===== config.mk =====
export PLATFORM = sky130hd
export DESIGN_NAME = alp_fcon_upd
export DESIGN_NICKNAME = d
export VERILOG_FILES = /design/src/rtl/alp_fcon_pkg.sv /design/src/rtl/alp_fcon_edge.sv /design/src/rtl/alp_fcon_upd.sv
export SDC_FILE = /design/constraint.sdc
export NUM_CORES = 1
export LEC_CHECK = 0
export CAP_MARGIN = 20
export CORE_ASPECT_RATIO = 1.75
export CORE_MARGIN = 10
export CORE_UTILIZATION = 30
export CTS_CLUSTER_SIZE = 8
export DETAILED_ROUTE_END_ITERATION = 10
export MAX_ROUTING_LAYER = met4
export PLACE_DENSITY = 0.58
export RECOVER_POWER = 25
export SETUP_SLACK_MARGIN = 0.05
export SLEW_MARGIN = 20
export SYNTH_ARGS = -nofsm -noshare
export SYNTH_HDL_FRONTEND = slang
export SYNTH_SLANG_ARGS = --single-unit

===== constraint.sdc =====
create_clock -name i_clk -period 8.2 [get_ports i_clk]
set_input_delay 1.23 -clock i_clk [delete_from_list [all_inputs] [get_ports i_clk]]
set_output_delay 1.23 -clock i_clk [all_outputs]
set_load 0.1 [all_outputs]

===== src/rtl/alp_fcon_pkg.sv =====
// Shared types and constants for the fcon config update controller.
// Holds the update FSM state enum, config field widths and the identity sync map.
package alp_fcon_pkg;

    localparam int MAX_RATE_W  = 5;
    localparam int RATE_CTRL_W = 32;
    localparam int SYNC_MAP_W  = 32;
    localparam int REF_W       = 3;
    localparam int UPD_CNT_W   = 8;

    // Each nibble selects its own channel: no remapping.
    localparam logic [SYNC_MAP_W-1:0] SYNC_MAP_IDENT = 32'h7654_3210;

    typedef enum logic [1:0] {
        ST_IDLE  = 2'd0,
        ST_WAIT  = 2'd1,
        ST_APPLY = 2'd2
    } upd_state_t;

endpackage


===== src/rtl/alp_fcon_edge.sv =====
// Per-channel rising-edge detector for the raw frame-start inputs.
// Ports: i_clk, i_rst (async, active-high), i_fstart in, o_rise out (one-cycle pulses).
module alp_fcon_edge
    import alp_fcon_pkg::*;
#(
    parameter int NUM_PIX = 8
) (
    input  logic               i_clk,
    input  logic               i_rst,
    input  logic [NUM_PIX-1:0] i_fstart,
    output logic [NUM_PIX-1:0] o_rise
);

    logic [NUM_PIX-1:0] prev_q;

    always_ff @(posedge i_clk or posedge i_rst) begin
        if (i_rst) begin
            prev_q <= '0;
        end else begin
            prev_q <= i_fstart;
        end
    end

    assign o_rise = i_fstart & ~prev_q;

endmodule


===== src/rtl/alp_fcon_upd.sv =====
// Frame-aligned commit of pending fcon config into the active config.
// Ports: i_clk, i_rst, i_upd_req/i_upd_abort pulses, i_ref_sel, i_pix_fstart,
//        i_pend_* config, i_tmo_max; o_act_* config, o_busy, o_upd_done,
//        o_upd_tmo, o_clr_sync pulses and o_upd_cnt apply counter.
module alp_fcon_upd
    import alp_fcon_pkg::*;
#(
    parameter int NUM_PIX = 8,
    parameter int TMO_W   = 20
) (
    input  logic                   i_clk,
    input  logic                   i_rst,
    input  logic                   i_upd_req,
    input  logic                   i_upd_abort,
    input  logic [REF_W-1:0]       i_ref_sel,
    input  logic [NUM_PIX-1:0]     i_pix_fstart,
    input  logic [MAX_RATE_W-1:0]  i_pend_max_rate,
    input  logic [RATE_CTRL_W-1:0] i_pend_rate_ctrl,
    input  logic [SYNC_MAP_W-1:0]  i_pend_sync_map,
    input  logic [TMO_W-1:0]       i_tmo_max,
    output logic [MAX_RATE_W-1:0]  o_act_max_rate,
    output logic [RATE_CTRL_W-1:0] o_act_rate_ctrl,
    output logic [SYNC_MAP_W-1:0]  o_act_sync_map,
    output logic                   o_busy,
    output logic                   o_upd_done,
    output logic                   o_upd_tmo,
    output logic                   o_clr_sync,
    output logic [UPD_CNT_W-1:0]   o_upd_cnt
);

    upd_state_t state_q;
    upd_state_t state_d;

    logic [MAX_RATE_W-1:0]  stg_max_rate_q;
    logic [RATE_CTRL_W-1:0] stg_rate_ctrl_q;
    logic [SYNC_MAP_W-1:0]  stg_sync_map_q;
    logic [REF_W-1:0]       stg_ref_q;
    logic [TMO_W-1:0]       tmo_cnt_q;
    logic                   tmo_flag_q;

    logic [NUM_PIX-1:0] rise;
    logic               ref_edge;
    logic               tmo_hit;
    logic               capture;
    logic               tmo_go;

    alp_fcon_edge #(
        .NUM_PIX (NUM_PIX)
    ) u_edge (
        .i_clk    (i_clk),
        .i_rst    (i_rst),
        .i_fstart (i_pix_fstart),
        .o_rise   (rise)
    );

    // Out-of-range reference never matches a channel, so only the timeout can apply.
    always_comb begin
        ref_edge = 1'b0;
        for (int i = 0; i < NUM_PIX; i++) begin
            if (int'(stg_ref_q) == i) begin
                ref_edge = rise[i];
            end
        end
    end

    assign tmo_hit = (i_tmo_max != '0) &&
                     (tmo_cnt_q == i_tmo_max - TMO_W'(1));

    always_ff @(posedge i_clk or posedge i_rst) begin
        if (i_rst) begin
            state_q <= ST_IDLE;
        end else begin
            state_q <= state_d;
        end
    end

    // WAIT priority: abort, then re-request, then reference edge, then timeout.
    always_comb begin
        state_d    = state_q;
        capture    = 1'b0;
        tmo_go     = 1'b0;
        o_busy     = 1'b0;
        o_upd_done = 1'b0;
        o_clr_sync = 1'b0;
        o_upd_tmo  = 1'b0;
        unique case (state_q)
            ST_IDLE: begin
                if (i_upd_req && !i_upd_abort) begin
                    capture = 1'b1;
                    state_d = ST_WAIT;
                end
            end
            ST_WAIT: begin
                o_busy = 1'b1;
                if (i_upd_abort) begin
                    state_d = ST_IDLE;
                end else if (i_upd_req) begin
                    capture = 1'b1;
                end else if (ref_edge) begin
                    state_d = ST_APPLY;
                end else if (tmo_hit) begin
                    tmo_go  = 1'b1;
                    state_d = ST_APPLY;
                end
            end
            ST_APPLY: begin
                o_busy     = 1'b1;
                o_upd_done = 1'b1;
                o_clr_sync = 1'b1;
                o_upd_tmo  = tmo_flag_q;
                if (i_upd_req) begin
                    capture = 1'b1;
                    state_d = ST_WAIT;
                end else begin
                    state_d = ST_IDLE;
                end
            end
            default: begin
                state_d = ST_IDLE;
            end
        endcase
    end

    always_ff @(posedge i_clk or posedge i_rst) begin
        if (i_rst) begin
            stg_max_rate_q  <= '0;
            stg_rate_ctrl_q <= '0;
            stg_sync_map_q  <= '0;
            stg_ref_q       <= '0;
            tmo_cnt_q       <= '0;
            tmo_flag_q      <= 1'b0;
            o_act_max_rate  <= '0;
            o_act_rate_ctrl <= '0;
            o_act_sync_map  <= SYNC_MAP_IDENT;
            o_upd_cnt       <= '0;
        end else begin
            tmo_flag_q <= tmo_go;
            if (capture) begin
                stg_max_rate_q  <= i_pend_max_rate;
                stg_rate_ctrl_q <= i_pend_rate_ctrl;
                stg_sync_map_q  <= i_pend_sync_map;
                stg_ref_q       <= i_ref_sel;
                tmo_cnt_q       <= '0;
            end else if (state_q == ST_WAIT) begin
                tmo_cnt_q <= tmo_cnt_q + TMO_W'(1);
            end
            // Active config takes the stage contents before any same-cycle recapture.
            if (state_q == ST_APPLY) begin
                o_act_max_rate  <= stg_max_rate_q;
                o_act_rate_ctrl <= stg_rate_ctrl_q;
                o_act_sync_map  <= stg_sync_map_q;
                o_upd_cnt       <= o_upd_cnt + UPD_CNT_W'(1);
            end
        end
    end

endmodule

Word-level counts from Yosys, hierarchy flattened --
Index checks and enable logic that the tools add are counted.
Cells by class: bitwise gates (word level) 2, eq/ne operators 13, muxes and demuxes 29, $add $sub $neg 3, reduce and logical (&&, ||, !) cells 9
Operators by type and width (number):
- 2-to-1 mux 20 bit | 2
- adder 20 x 1 -> 20 bit, second input constant | 1
- == test 20 bit | 1
- 2-to-1 mux 1 bit | 20
- nonzero test 20 bit | 1
- subtractor 20 x 1 -> 20 bit, second input constant | 1
- == test 3 bit, second input constant | 4
- 2-to-1 mux 2 bit | 5
- adder 8 x 1 -> 8 bit, second input constant | 1
- bitwise AND 8 bit | 1
- NOT 8 bit | 1
- == test 3 x 2 -> 1 bit, second input constant | 2
- case mux 2 bit (3 select lines) | 1
- != test 4 bit, second input constant | 1
- == test 3 x 1 -> 1 bit, second input constant | 1
- zero test 3 bit | 1
- != test 3 bit, second input constant | 1
- case mux 1 bit (3 select lines) | 1
- AND reduction 3 bit | 1
- == test 2 x 1 -> 1 bit, second input constant | 1
- == test 2 bit, second input constant | 1
- logical AND 1 bit | 2
- zero test 2 bit | 1
- != test 2 bit, second input constant | 1
- other kinds (3) | 3
Storage, ports and cells: flip-flop bits (word level) 180, logic and storage cells 68, bits of input ports 104, output and inout bits 81

Logic depth before layout (Yosys ltp) --
Gate-level depths: netlist of the first run.
depth after elaboration 14, mapped depth 10, depth with buffers taken out 9

Hierarchy --
A second synthesis of the first run with hierarchy kept.
Unflattened totals: cell total of the unflattened synthesis 744, area total of the unflattened synthesis 7982.7 sq um
By module, submodules not included:
- alp_fcon_upd | instances 1, area an instance 7668.6 sq um, cells an instance 727
- alp_fcon_edge | instances 1, area an instance 314.1 sq um, cells an instance 17

Worst setup path before layout of the first run --
OpenSTA, ideal clock, no wires.
path type reg2out, start point register state_q[0], end point output o_upd_tmo, cell stages (with the launch flop) 7, slack 3.945 ns, path buffers 3, required time 6.970 ns, arrival time 3.025 ns, cells stage by stage dfrtp_1 inv_1 ha_1 clkbuf_1 clkbuf_1 buf_1 and2_1
Between the ends: word-level cells in the longest chain between the ends 2
RTL lines:
- start: declaration | RTL line alp_fcon_upd.sv:31 | upd_state_t state_q;
- start signal: assignment | RTL line alp_fcon_upd.sv:73 | state_q <= state_d;
- == test 2 bit | RTL line alp_fcon_upd.sv:86 | unique case (state_q)
- 2-to-1 mux 1 bit | RTL line alp_fcon_upd.sv:86
- end: declaration | RTL line alp_fcon_upd.sv:26 | output logic o_upd_tmo,
No other way between the ends.

Worst setup path in the final report of the first run --
Same ends and word-level chain as after synthesis.

==> results of run 1 <==
-- metal layers --
metal	part of all wire, %	vias up	track usage (%)
met5	0	-	-
met4	3.3	0	6.44
met3	5.6	32	4.35
met2	55	124	24.4
met1	36	2873	13.2
li1	-	2833	-
-- power by group through the flow --
stage               clock [mW]  sequential (mW)  combinational, mW
CTS                      0.833             1.42               2.22
detailed placement           0             1.44               2.22
floorplan                    0             2.43              0.627
global placement             0             1.43               2.20
finish                   0.804             1.42               2.19
global route             0.870             1.46               2.31
-- layout make-up --
| class | count | area [sq um] |
|---|---|---|
| Fill cell | 2528 | 15300 |
| Multi-Input combinational cell | 516 | 3180 |
| Timing Repair Buffer | 189 | 1880 |
| Clock inverter | 12 | 120 |
| Clock buffer | 20 | 457 |
| Tap cell | 320 | 400 |
| Antenna cell | 4 | 10.0 |
| Inverter | 11 | 42.5 |
| Sequential cell | 180 | 4520 |
-- logic make-up (layout without fill, tap and decap cells) --
kind of cell / count (synthesis) / after routing / share of synthesized area (%)
AO/OA/AOI/OAI: 44 / 44 / 4.17
adder cells (fa/ha/maj): 7 / 7 / 1.12
multiplexers: 73 / 73 / 10.6
flip-flops: 180 / 180 / 57.5
other: 0 / 4 / 0
AND/OR/NAND/NOR: 351 / 351 / 19.8
XOR/XNOR: 41 / 41 / 4.57
buffers and inverters: 44 / 232 / 2.18
-- stage by stage --
stage               total power [mW]  instance area, sq um  setup WS (ns)  util [%]  hold WS (ns)
finish                          4.41                 10600           2.98      41.0         0.468
global route                    4.65                 10600           2.55      41.0         0.498
CTS                             4.48                 10600           3.84      41.0         0.474
detailed placement              3.65                 10000           3.80      38.8         0.457
global placement                3.63                 10000           3.90      38.8         0.451
floorplan                       3.06                  7850           2.10         -         0.440
-- critical path: stages (launching register included) --
cell and delay (ns):
dfrtp_1 0.41, inv_1 0.13, ha_1 1.47, and2_1 0.35, clkdlybuf4s50_1 1.17
-- layout by cell type, fill, tap and decap left out, types with 3 or more instances in the layout --
cell / synthesis / layout
clkinv_4: 0 / 3
nand3_1: 9 / 9
nor2_1: 32 / 32
or2_2: 3 / 3
nor3_1: 9 / 9
clkbuf_16: 0 / 17
o21ai_0: 6 / 6
o32a_1: 3 / 3
clkdlybuf4s50_1: 0 / 175
nand2_1: 236 / 236
a21oi_1: 6 / 6
dlygate4sd3_1: 0 / 9
nor2b_1: 7 / 7
inv_6: 0 / 4
and3_1: 7 / 7
or3_1: 8 / 8
nand4b_1: 3 / 3
diode_2: 0 / 4
nand4_1: 12 / 12
or4_1: 5 / 5
mux2_2: 70 / 70
nand2b_1: 3 / 3
inv_1: 11 / 10
nor4_1: 5 / 5
o31ai_1: 3 / 3
buf_4: 1 / 4
xnor2_1: 20 / 20
dfstp_2: 12 / 12
dfrtp_1: 168 / 168
ha_1: 7 / 7
xor2_1: 21 / 21
-- registers in the layout, summed over array words and instances, names as in the netlist --
| signal | flops |
|---|---|
| stg_rate_ctrl_q | 32 |
| o_act_sync_map | 32 |
| o_act_max_rate | 5 |
| stg_sync_map_q | 32 |
| o_upd_cnt | 8 |
| o_act_rate_ctrl | 32 |
| stg_max_rate_q | 5 |
| tmo_cnt_q | 20 |
| state_q | 2 |
| stg_ref_q | 3 |
| tmo_flag_q | 1 |
| u_edge.prev_q | 8 |
-- worst max path at each step --
stage | from | end | slack, ns | cells after the start
after floorplan | i_rst | o_act_max_rate[0] | 2.10 | 1
after global placement | i_tmo_max[0] | state_q[0] | 3.90 | 10
after detailed placement | i_tmo_max[0] | state_q[0] | 3.80 | 10
after CTS | state_q[0] | o_upd_tmo | 3.84 | 4
after global routing | state_q[0] | o_upd_cnt[7] | 2.55 | 7
final | state_q[0] | o_upd_tmo | 2.98 | 4
==> flow_summary.json, run 1 <==
{
  "wire_per_inst_um": 17.5,
  "gp_congestion": 0.854,
  "synth_top_area_cell": "dfrtp_1",
  "synth_common_cells": "nand2_1, dfrtp_1, mux2_2",
  "area_growth_pct": 35.0,
  "grt_pass1_wl_um": 34500,
  "comb_power_share_pct": 49.7,
  "period_share_pct": 63.6,
  "final-setup-viol-count": 0,
  "route.detailed.drc": 0,
  "avgSynthCellArea_sq_um": 10.6,
  "cts_root_buffer": "clkbuf_16",
  "row_count": 78,
  "placedCellCount": 1216,
  "p_int_mw": 2.27,
  "fin_cells": 1252,
  "synth-edff-count": 0,
  "syn_area_sq_um": 7850,
  "first_pass_iters": 4,
  "end_kind": "primary output",
  "ys_warn_count": 0,
  "violations": "capacitance limit, slew limit",
  "die_h_um": 234,
  "crit_arrival_ns": 3.99,
  "synthTopCellsByArea": "dfrtp_1, nand2_1, mux2_2",
  "cts_resized": 0,
  "dp_hpwl_um": 15800,
  "switching_power_mw": 2.14,
  "core_sq_um": 25900,
  "min_period_ns": 5.22,
  "r2r_start": "state_q[0]",
  "slew_headroom_pct": -82.9,
  "startpoint_type": "flop",
  "p_leak_nw": 4.75,
  "async_flop_share_pct": 100,
  "yosysTopAreaCellShare_pct": 53.5,
  "grt-ovfl-total": 0,
  "ant_nets": 0,
  "htree_levels": 4,
  "cts_tree": "done",
  "grt_max_degree": 93,
  "wl_um": 22000,
  "p_per_area_nw_per_um2": 416,
  "cts-hold-fix-buffers": 0,
  "holdPathEnd": "stg_sync_map_q[26]",
  "grt_antenna_before_repair": 4,
  "drt-initial-drc-count": 257,
  "ys.flop_type": "dfrtp_1",
  "cp_max_fo": 38,
  "reg2reg_slack_ns": 3.22,
  "swShare_pct": 48.6,
  "numCtsBuffers": 17,
  "fin_skew_ns": 0.00752,
  "crit_type": "reg2out",
  "rsz0062_at_grt": "false",
  "fmax_ghz": 0.192,
  "seqPwrFrac_pct": 32.1,
  "yosysUniqueCellTypes": 60,
  "io_pins": 185,
  "max_cap_viol_count": 3,
  "die-area_sq_um": 33300,
  "synth.most_common_cell": "nand2_1",
  "tns_ns": 0,
  "avgViaCountPerCell": 4.68,
  "hold_path.class": "reg2reg",
  "cp_data_required_time_ns": 6.97,
  "vdd_drop_max_mv": 0.307,
  "yosysSeqAreaShare_pct": 57.5,
  "pwr-share-clk_pct": 18.2,
  "grtUsageTotal_pct": 13.7,
  "post-cts-setup-buffers": 0,
  "final-hold-violation-count": 0,
  "synth_seq_cells": 180,
  "synthesis.nets": 851,
  "drive_gt1_share_pct": 14.3,
  "min_path_cells": 2,
  "start_util_pct": 30.4,
  "r2r-end": "o_upd_cnt[7]",
  "clkSlewWorstSetupHoldPaths_ns": 0.07,
  "slew_violations": 147,
  "place.port_buffers": 184,
  "clockBufferDepth": 2,
  "reg2regPathDepth": 7,
  "grt_pass1_vias": 6226,
  "cts_sinks": 180,
  "dr_total_vias": 5862,
  "syn_inst": 740,
  "min_from": "stg_sync_map_q[26]",
  "worst_pin_slew_ns": 2.73,
  "status": "complete, but fails checks",
  "nets": 1026,
  "clock_latency_ns": 0.44,
  "die_x_um": 142
}
No activity file was read; power rests on OpenSTA's default activity.
==> run 2, diff against run 1 <==
--- a/config.mk
+++ b/config.mk
@@ -12,7 +12,7 @@
 export CTS_CLUSTER_SIZE = 8
 export DETAILED_ROUTE_END_ITERATION = 10
 export MAX_ROUTING_LAYER = met4
-export PLACE_DENSITY = 0.58
+export PLACE_DENSITY = 0.6
 export RECOVER_POWER = 25
 export SETUP_SLACK_MARGIN = 0.05
 export SLEW_MARGIN = 20
==> constraint.sdc (replaced) <==
create_clock -name i_clk -period 4.2 [get_ports i_clk]
set_input_delay 0.63 -clock i_clk [delete_from_list [all_inputs] [get_ports i_clk]]
set_output_delay 0.63 -clock i_clk [all_outputs]
set_load 0.1 [all_outputs]
==> run 2 against run 1 <==
  * The run still ends with capacitance limit, slew limit left
  * Worst hold slack better by 0.0016 ns
  * Utilization grew 0.42 points
  * Via count up 0.38%
  * Final cell count rose by 0.32%
  * Setup slack lost 2.0 ns
  * Sequential share of layout area down 0.43 points
  * Register-to-register slack got worse by 1.6 ns
  * Clock skew grew 0.0015 ns
  * Clock power up 110%
  * Largest cell class unchanged
==> flow_summary.json, run 2 (synthesized netlist as in run 1, its figures left out) <==
{
  "htree_levels": 4,
  "max_cap_viol_count": 2,
  "dp_hpwl_um": 15500,
  "slew_violations": 97,
  "cp_max_fo": 8,
  "grt_pass1_vias": 6279,
  "worst_pin_slew_ns": 1.60,
  "cts_root_buffer": "clkbuf_16",
  "gp_congestion": 0.835,
  "p_per_area_nw_per_um2": 817,
  "min_period_ns": 3.19,
  "p_leak_nw": 4.80,
  "cts_resized": 0,
  "place.port_buffers": 184,
  "crit_type": "in2reg",
  "grtUsageTotal_pct": 13.7,
  "setup_slack_ns": 1.01,
  "violations": "capacitance limit, slew limit",
  "hold_slack_ns": 0.470,
  "drt-initial-drc-count": 206,
  "area_growth_pct": 36.4,
  "avgViaCountPerCell": 4.68,
  "fmax_ghz": 0.313,
  "vdd_drop_max_mv": 0.515,
  "crit_arrival_ns": 3.52,
  "power.total_mw": 8.75,
  "design_area_sq_um": 10700,
  "drive_gt1_share_pct": 14.9,
  "rsz0062_at_grt": "false",
  "end_kind": "flop",
  "period_share_pct": 76.0,
  "startpoint_type": "input port",
  "dp_slack_ns": 0.582,
  "cp_data_required_time_ns": 4.53,
  "first_pass_iters": 4,
  "die_h_um": 234,
  "route.detailed.drc": 0,
  "grt_max_degree": 87,
  "cts_sinks": 180,
  "tns_ns": 0,
  "core_sq_um": 25900,
  "final-hold-violation-count": 0,
  "post-cts-setup-buffers": 0,
  "start_util_pct": 30.4,
  "die-area_sq_um": 33300,
  "grt-ovfl-total": 0,
  "die_x_um": 142,
  "nets": 1028,
  "cts-hold-fix-buffers": 0,
  "clock_latency_ns": 0.44,
  "wl_um": 21700,
  "layout.cells.most_common": "nand2_1",
  "final-setup-viol-count": 0,
  "ant_nets": 0,
  "row_count": 78,
  "fill_cells": 2470,
  "cts_tree": "done",
  "numCtsBuffers": 17,
  "io_pins": 185,
  "slew_headroom_pct": -6.51,
  "place_area_sq_um": 10100,
  "hold_path.class": "reg2reg",
  "status": "complete, but fails checks",
  "dr_total_vias": 5884,
  "grt_antenna_before_repair": 7,
  "grt_pass1_wl_um": 34500,
  "clkSlewWorstSetupHoldPaths_ns": 0.07,
  "mostFrequentLayoutCells": "nand2_1, clkdlybuf4s50_1, dfrtp_1, mux2_2, nor2_1",
  "fin_skew_ns": 0.00898,
  "wire_per_inst_um": 17.3,
  "clockBufferDepth": 2
}
[run 2: area by class of cell]
type / count / area (sq um) / area share, %
Clock buffer: 17 / 425 / 3.97
Inverter: 11 / 42.5 / 0.397
Tap cell: 320 / 400 / 3.74
Timing Repair Buffer: 191 / 1910 / 17.9
Antenna cell: 6 / 15.0 / 0.140
Multi-Input combinational cell: 516 / 3190 / 29.8
Clock inverter: 15 / 204 / 1.90
Sequential cell: 180 / 4520 / 42.2
[run 2: critical path: stages]
cell	delay [ns]
clkdlybuf4s50_1	0.50
or4_1	0.73
or4_1	0.57
o311ai_1	0.16
o22ai_1	0.22
nor4_4	0.33
nand4_1	0.14
a22o_1	0.23
[run 2: through the flow]
stage / instances / util [%]
after floorplan: 740 / -
after global placement: 1218 / 39.0
after detailed placement: 1218 / 39.0
after CTS: 1250 / 41.4
after global routing: 1256 / 41.4
final: 1256 / 41.4
[run 2: routing by layer]
layer | vias up | wire, um | track usage [%]
met5 | - | 0 | -
li1 | 2834 | - | -
met3 | 30 | 1220 | 4.78
met4 | 0 | 497 | 5.39
met1 | 2898 | 7950 | 13.4
met2 | 122 | 12000 | 24.2
[run 2: power breakdown]
| group | total (mW) | leakage [nW] | internal, mW | switching [mW] |
|---|---|---|---|---|
| Combinational | 4.27 | 2.22 | 1.17 | 3.10 |
| Clock | 1.72 | 0.308 | 1.00 | 0.715 |
| Sequential | 2.77 | 2.27 | 2.41 | 0.364 |
[run 2: worst paths after layout]
kind                                     startpoint                   to  slack, ns  depth (start not counted)
min in group asynchronous                     i_rst   o_act_rate_ctrl[2]       1.00                          2
max in group asynchronous                     i_rst  stg_rate_ctrl_q[14]       1.02                          3
worst min register to register  stg_rate_ctrl_q[27]  stg_rate_ctrl_q[27]       0.47                          2
worst min-delay path            stg_rate_ctrl_q[27]  stg_rate_ctrl_q[27]       0.47                          2
worst max-delay path                   i_tmo_max[3]           state_q[0]       1.01                          8
worst max register to register         tmo_cnt_q[5]           state_q[0]       1.60                          7
==> run 3, diff against run 2 <==
--- a/config.mk
+++ b/config.mk
@@ -12,7 +12,7 @@
 export CTS_CLUSTER_SIZE = 8
 export DETAILED_ROUTE_END_ITERATION = 10
 export MAX_ROUTING_LAYER = met4
-export PLACE_DENSITY = 0.6
+export PLACE_DENSITY = 0.58
 export RECOVER_POWER = 25
 export SETUP_SLACK_MARGIN = 0.05
 export SLEW_MARGIN = 20
==> constraint.sdc (replaced) <==
create_clock -name i_clk -period 3.2 [get_ports i_clk]
set_input_delay 0.48 -clock i_clk [delete_from_list [all_inputs] [get_ports i_clk]]
set_output_delay 0.48 -clock i_clk [all_outputs]
set_load 0.1 [all_outputs]
==> run 3 against run 2 <==
  * Power is 28% higher
  * Clock skew is 0.0016 ns lower
  * The run now ends clean
  * First-iteration DRC count increased by 9.7%
  * Die area unchanged
  * Cell area fell by 0.57%
  * Clock-buffer cell count up 4
  * Clock power is 22% higher
==> flow_summary.json, run 3 (synthesized netlist as in run 1, its figures left out) <==
{
  "status": "finished clean",
  "max_cap_viol_count": 0,
  "seqPwrFrac_pct": 32.5,
  "route.detailed.drc": 0,
  "p_leak_nw": 5.02,
  "gp_congestion": 0.813,
  "drive_gt1_share_pct": 25.2,
  "cts_tree": "done",
  "slew_headroom_pct": 10.3,
  "htree_levels": 4,
  "io_pins": 185,
  "vdd_drop_max_mv": 0.687,
  "r2r_start": "tmo_cnt_q[5]",
  "nets": 1057,
  "dr_total_vias": 5979,
  "pwr-share-clk_pct": 18.7,
  "layout.cells.most_common": "nand2_1",
  "crit_arrival_ns": 3.22,
  "swShare_pct": 48.6,
  "die-area_sq_um": 33300,
  "grt_max_degree": 70,
  "path_cells": "clkdlybuf4s50_1 -> buf_4 -> or4_1 -> or4_1 -> o311ai_1 -> o22ai_1 -> nor4_4 -> nand4_1 -> a22o_1",
  "first_pass_iters": 6,
  "avgViaCountPerCell": 4.67,
  "wl_um": 21600,
  "start_util_pct": 30.4,
  "cts_sinks": 180,
  "startpoint_type": "input port",
  "grt_pass1_vias": 6418,
  "wire_per_inst_um": 16.9,
  "die_h_um": 234,
  "period_share_pct": 90.4,
  "post-cts-setup-buffers": 0,
  "die_x_um": 142,
  "crit_slowest_cell": "or4_1",
  "area_growth_pct": 35.7,
  "reg2reg_slack_ns": 0.71,
  "place_area_sq_um": 10100,
  "switching_power_mw": 5.46,
  "clkSlewWorstSetupHoldPaths_ns": 0.07,
  "fmax_ghz": 0.346,
  "hold_slack_ns": 0.469,
  "clockBufferDepth": 2,
  "max_stage_delay_ns": 0.60,
  "grtUsageTotal_pct": 13.7,
  "final-hold-violation-count": 0,
  "design_area_sq_um": 10700,
  "rsz0062_at_grt": "false",
  "end_kind": "flop",
  "mostFrequentLayoutCells": "nand2_1, dfrtp_1, buf_4, clkdlybuf4s50_1, mux2_2",
  "grt_pass1_wl_um": 34900,
  "crit_type": "in2reg",
  "min_period_ns": 2.89,
  "cp_data_required_time_ns": 3.53,
  "path_common_cell": "or4_1",
  "hold_path.class": "reg2reg",
  "critPathLaunch": "i_tmo_max[0]",
  "core_sq_um": 25900,
  "row_count": 78,
  "clock_latency_ns": 0.44,
  "slew_violations": 0,
  "ant_nets": 0,
  "drt-initial-drc-count": 226,
  "grt_antenna_before_repair": 1,
  "numCtsBuffers": 17,
  "p_int_mw": 5.77,
  "place.port_buffers": 184,
  "grt-ovfl-total": 0,
  "min_from": "stg_sync_map_q[22]",
  "comb_power_share_pct": 48.8,
  "cp_max_fo": 6,
  "cts_root_buffer": "clkbuf_16",
  "p_per_area_nw_per_um2": 1050,
  "final-setup-viol-count": 0,
  "fin_skew_ns": 0.00735,
  "dp_hpwl_um": 16000,
  "worst_pin_slew_ns": 1.34
}
run 3: worst max-delay path: cells and delay by family:
| family | cells | cell delay, ns |
|---|---|---|
| buf+inv | 2 | 0.57 |
| compound gates | 3 | 0.54 |
| simple gates | 4 | 1.62 |
run 3: metrics by stage:
step / worst slack [ns] / TNS, ns / power (mW) / util (%) / std cells
6_report: 0.306 / 0 / 11.2 / 41.2 / 1280
5_1_grt: 0.121 / 0 / 11.8 / 41.2 / 1280
4_1_cts: 0.163 / 0 / 11.4 / 41.4 / 1279
3_5_place_dp: -0.315 / -0.730 / 9.28 / 39.1 / 1247
3_3_place_gp: -0.191 / -0.343 / 9.23 / 39.1 / 1247
2_1_floorplan: 0.263 / 0 / 7.84 / - / 740
run 3: area by class of cell:
type,count,area (sq um)
multi-input cells,516,3190
clock inverters,11,125
repair buffers,220,1920
clock buffers,21,460
diodes,1,2.50
fillers,2527,15200
well taps,320,400
inverters,11,42.5
flip-flops and latches,180,4520
run 3: power groups by stage:
stage	Combinational (mW)	Sequential, mW	Clock [mW]
CTS	5.59	3.67	2.19
detailed placement	5.58	3.70	0
floorplan	1.61	6.23	0
global placement	5.55	3.68	0
finish	5.48	3.65	2.10
global route	5.81	3.77	2.27
run 3: timing repair:
action,in CTS,in global routing
resized for setup,0,1
setup endpoints to repair,0,2
hold buffers,0,0
run 3: final timing paths:
check / end / cells past startpoint
min in group asynchronous: stg_sync_map_q[18] / 2
worst min-delay path: stg_sync_map_q[22] / 2
worst min register to register: stg_sync_map_q[22] / 2
worst max register to register: state_q[0] / 7
worst max-delay path: state_q[0] / 9
max in group asynchronous: stg_sync_map_q[3] / 3
run 3: routing by layer:
metal	global-route usage (%)	wire (um)
met1	14.3	8240
met2	23.7	11800
met3	3.36	961
met4	6.41	647
met5	-	0
